<file path="config.mk">
export PLATFORM = sky130hd
export DESIGN_NAME = fetch_pc_queue
export DESIGN_NICKNAME = d
export VERILOG_FILES = /design/src/rtl/fetch_pc_queue.sv
export SDC_FILE = /design/constraint.sdc
export NUM_CORES = 1
export LEC_CHECK = 0
export ABC_CLOCK_PERIOD_IN_PS = 2029
export CORE_MARGIN = 2
export CORE_UTILIZATION = 30
export DETAILED_ROUTE_END_ITERATION = 16
export GPL_TIMING_DRIVEN = 0
export RECOVER_POWER = 25
export SETUP_SLACK_MARGIN = 0.4
export SYNTH_ARGS = -nofsm -noshare
export SYNTH_HDL_FRONTEND = slang
export SYNTH_SLANG_ARGS = --single-unit
</file>
<file path="constraint.sdc">
create_clock -name clk -period 2.03 [get_ports clk]
set_input_delay 0.406 -clock clk [delete_from_list [all_inputs] [get_ports clk]]
set_output_delay 0.406 -clock clk [all_outputs]
set_load 0.005 [all_outputs]
</file>
<file path="src/rtl/fetch_pc_queue.sv">
// fetch_pc_queue: generates FETCH_WIDTH-wide sequential PC groups into a FIFO,
// with a flush on a jal/jalr redirect and optional fetch-block alignment.
module fetch_pc_queue #(
  parameter int              XLEN        = 32,
  parameter int              FETCH_WIDTH = 2,
  parameter int              QUEUE_DEPTH = 4,
  parameter logic [XLEN-1:0] RESET_PC    = '0,
  parameter bit              ALIGN_GROUP = 1'b0
) (
  input  logic                        clk,
  input  logic                        rst_n,
  input  logic                        jal,
  input  logic [XLEN-1:0]             jal_addr,
  input  logic                        jalr_jcond,
  input  logic [XLEN-1:0]             jalr_jcond_addr,
  input  logic                        out_ready,
  output logic                        out_valid,
  output logic [FETCH_WIDTH*XLEN-1:0] fetch_instr_pc,
  output logic [FETCH_WIDTH-1:0]      out_lane_valid,
  output logic                        busy
);
  localparam int GW = FETCH_WIDTH * XLEN;
  localparam int PW = $clog2(QUEUE_DEPTH);
  localparam int OW = $clog2(4 * FETCH_WIDTH);
  localparam logic [PW:0] FULL = (PW + 1)'(QUEUE_DEPTH);
  localparam logic [XLEN-1:0] GMASK = ALIGN_GROUP ? ~XLEN'((1 << OW) - 1) : '1;
  localparam logic [OW-1:0] RST_OFF = ALIGN_GROUP ? RESET_PC[OW-1:0] : '0;

  logic [XLEN-1:0]        pc_q, pc_d, tgt;
  logic [OW-1:0]          off_q, off_d;
  logic [PW-1:0]          wr_ptr_q, wr_ptr_d, rd_ptr_q, rd_ptr_d;
  logic [PW:0]            count_q, count_d;
  logic [GW-1:0]          grp_q [QUEUE_DEPTH];
  logic [GW-1:0]          grp_d [QUEUE_DEPTH];
  logic [FETCH_WIDTH-1:0] lv_q [QUEUE_DEPTH];
  logic [FETCH_WIDTH-1:0] lv_d [QUEUE_DEPTH];
  logic [GW-1:0]          grp;
  logic [FETCH_WIDTH-1:0] lv;
  logic                   redirect, deq, enq;

  // pc_q is already group-aligned when ALIGN_GROUP=1; off_q masks the lanes
  // below the true entry PC of the first group after a redirect or reset.
  always_comb begin
    redirect = jal | jalr_jcond;
    tgt      = (jalr_jcond ? jalr_jcond_addr : jal_addr) & ~XLEN'(3);
    deq      = (count_q != '0) & out_ready & ~redirect;
    enq      = ~redirect & ((count_q != FULL) | deq);
    grp      = '0;
    lv       = '0;
    for (int i = 0; i < FETCH_WIDTH; i++) begin
      grp[i*XLEN +: XLEN] = pc_q + XLEN'(4 * i);
      lv[i]               = ~ALIGN_GROUP | (OW'(4 * i) >= off_q);
    end
    grp_d    = grp_q;
    lv_d     = lv_q;
    if (enq) begin
      grp_d[wr_ptr_q] = grp;
      lv_d[wr_ptr_q]  = lv;
    end
    wr_ptr_d = wr_ptr_q + PW'(enq);
    rd_ptr_d = redirect ? wr_ptr_q : rd_ptr_q + PW'(deq);
    count_d  = redirect ? '0 : count_q + (PW + 1)'(enq) - (PW + 1)'(deq);
    pc_d     = redirect ? (tgt & GMASK) : enq ? pc_q + XLEN'(4 * FETCH_WIDTH) : pc_q;
    off_d    = redirect ? (ALIGN_GROUP ? tgt[OW-1:0] : '0) : enq ? '0 : off_q;
  end

  always_ff @(posedge clk or negedge rst_n) begin
    if (!rst_n) begin
      pc_q     <= RESET_PC & GMASK;
      off_q    <= RST_OFF;
      wr_ptr_q <= '0;
      rd_ptr_q <= '0;
      count_q  <= '0;
      grp_q    <= '{default: '0};
      lv_q     <= '{default: '0};
    end else begin
      pc_q     <= pc_d;
      off_q    <= off_d;
      wr_ptr_q <= wr_ptr_d;
      rd_ptr_q <= rd_ptr_d;
      count_q  <= count_d;
      grp_q    <= grp_d;
      lv_q     <= lv_d;
    end
  end

  assign out_valid      = count_q != '0;
  assign busy           = count_q == FULL;
  assign fetch_instr_pc = out_valid ? grp_q[rd_ptr_q] : '0;
  assign out_lane_valid = out_valid ? lv_q[rd_ptr_q] : '0;
endmodule
</file>
==> impl_metrics.yaml <==
final_layout:
  antenna-diode-count: 0
  layout_common_cells: "dfrtp_1 (283), nand2_1 (241), nand2_2 (153)"
  areaGrowthSynthToFinish_pct: 66.43
  final_common_cell: "dfrtp_1"
  fillCellCount: 3770
  drive_gt1_share_pct: 53.85
  fin_util_pct: 50.75
  nNetsFinal: 1843
yosys:
  async_flop_share_pct: 100.0
  synth-main-ff-cell: "dfrtp_1"
  ys_warn_count: 0
  netlist_instances: 1422
  syn_area_per_cell_um2: 9.753
  yosysUniqueCellTypes: 48
  synth_area_um2: 13870
  synth_edf_count: 0
  ys_seq_area_share_pct: 51.43
  ys_ff_latch: 285
placement:
  port_buffers: 127
  hpwl_um: 30130
  routabilityCongestion: 0.8475
sta:
  tightest_slew_ps: 1330
  finClkSkew_ps: 27.66
  tns_ps: -154850
  rsz0062_at_grt: "yes"
  hold_viol: 0
  setup_viol: 344
  fin_ws_ps: -665.4
  timing.fmax_mhz: 371.0
  maxSlewViolCount: 0
  finalCriticalPeriod_ps: 2695
  fin_crit_sh_pct: 132.8
  max_slew_margin_pct: 11.36
floorplan:
  io_pins: 137
  core_um2: 45480
  rows: 78
  start_util_pct: 30.49
  die_area_um2: 47960
  die_height_um: 219.0
  die_x_um: 219.0
clock_tree:
  numCtsBuffers: 35
  cts_sinks: 285
  clk_latency_ps: 530
  htree_levels: 2
  cts_tree: "done"
  clock_path_buffers: 3
  clk_pin_slew_worst_paths_ps: 70
  cts_root_buffer: "clkbuf_16"
worst_hold_path:
  hold_path.class: "primary input to flop"
global_route:
  grt-ovfl-total: 0
  grt_max_degree: 124
  grt_pass1_wl_um: 72770
  antenna_found_initial: 0
  grt_pass1_vias: 12110
  grt_usage_pct: 19.74
drt:
  viasPerCell: 5.309
  vias: 12700
  routedWlPerCell_um: 22.75
  drc: 0
  drt_pass1_iterations: 5
  drt_iter0_markers: 990
  ant_nets: 0
  wl_um: 54410
power_and_ir_drop:
  leakagePower_nw: 10.34
  power_density_nw_per_um2: 1296
  peakVddDrop_mv: 0.6655
  p_total_mw: 29.90
run:
  maxCapViolations: 0
setup_path:
  required_ps: 1620
  arrival_ps: 2290
  setup.worst_path.class: "flop to output port"
  end_kind: "output port"
  cp_max_fo: 8
  worstSetupStartpointType: "flop"
outcome:
  violations: "negative setup slack"
  outcome: "finished, violations left"
[critical path, stage by stage (launching register included)]
cell and delay [ps]:
dfrtp_2 430, clkbuf_16 210, buf_6 110, buf_12 100, buf_16 130, mux4_2 510, and2_4 160, buf_6 110
[path summary, 6_finish.rpt]
path | startpoint | endpoint | slack (ps) | cells after the start
max | rd_ptr_q[0] | fetch_instr_pc[17] | -670 | 7
max reg2reg | count_q[2] | grp_q[127] | -610 | 15
min reg2reg | grp_q[28] | grp_q[28] | 470 | 2
min | jal | pc_q[3] | 210 | 3
max in group asynchronous | rst_n | pc_q[21] | 40 | 3
min in group asynchronous | rst_n | grp_q[173] | 730 | 2
[timing repair]
action                                  CTS  global route
endpoints found under the setup margin  349           348
pin swaps                                75           143
cloned                                   18            32
hold endpoints to repair                 45             0
gates resized for setup                 569           642
setup buffers                            93            32
hold buffers                              1             0
[logic make-up (layout without fill, tap and decap cells)]
group,count (synthesis),count (layout),synth area share (%)
multiplexers,67,67,10.44
buffers and inverters,127,493,4.078
AND/OR/NAND/NOR,688,688,22.06
adder cells (fa/ha/maj),6,6,0.5955
XOR/XNOR,58,58,3.663
flip-flops,285,285,51.43
AO/OA/AOI/OAI,190,190,7.714
other,1,5,0.02704
[cells in the mapped netlist, types with 6 or more instances]
cell type  count  area, um2
clkbuf_1      59      221.5
buf_1          6      22.52
a211oi_1      22      165.2
a21oi_1       28      140.1
nor2b_1       20      125.1
nand2_1      499       1873
xor2_1        31      271.5
nor3_1        12      60.06
mux4_2        62       1396
nand2b_1       8      50.05
nand4_1       19      118.9
dfrtp_1      285       7132
nor2_1        17      63.81
xnor2_1       27      236.5
nand3_1       16      80.08
buf_2         44      220.2
o21ai_0      112      560.5
and2_1        63      394.1
o21ai_1       14      70.07
inv_1          7      26.28
buf_4          9      67.56
[routing by layer]
layer  vias to the layer above  wire length [um]  GRT usage [%]
li1                       5461                 -              -
met1                      6448             21570          27.16
met2                       626             26450          32.10
met3                       165              4112          3.451
met4                         0              2278          5.405
met5                         -                 0              0
[power breakdown]
group	internal [mW]	switching, mW
combinational	7.70	5.99
sequential	8.06	1.91
clock	3.66	2.58
[flip-flops by register name (all words and copies together), names as in the netlist]
register,flops
lv_q,8
pc_q,30
count_q,3
grp_q,240
wr_ptr_q,2
rd_ptr_q,2
[layout make-up]
type / instances / area [um2] / share of cell area, %
well taps: 600 / 750.7 / 3.253
repair buffers: 305 / 3894 / 16.87
flip-flops and latches: 285 / 7134 / 30.91
plain buffers: 118 / 1495 / 6.478
multi-input cells: 1014 / 8631 / 37.39
clock inverters: 13 / 110.1 / 0.4770
clock buffers: 48 / 1017 / 4.407
inverters: 9 / 48.80 / 0.2114
[metrics by stage]
| step | worst slack (ps) | hold slack, ps | area, um2 | instances |
|---|---|---|---|---|
| finish | -665.4 | 208.4 | 23080 | 2392 |
| global route | -679.9 | 201.6 | 23080 | 2392 |
| CTS | -691.4 | 238.4 | 19860 | 2328 |
| detailed placement | -1122 | 342.8 | 16560 | 2155 |
| global placement | -12670 | 447.0 | 16500 | 2153 |
| floorplan | 198.3 | 110.4 | 14480 | 1426 |
No activity file was read; power rests on OpenSTA's default activity.
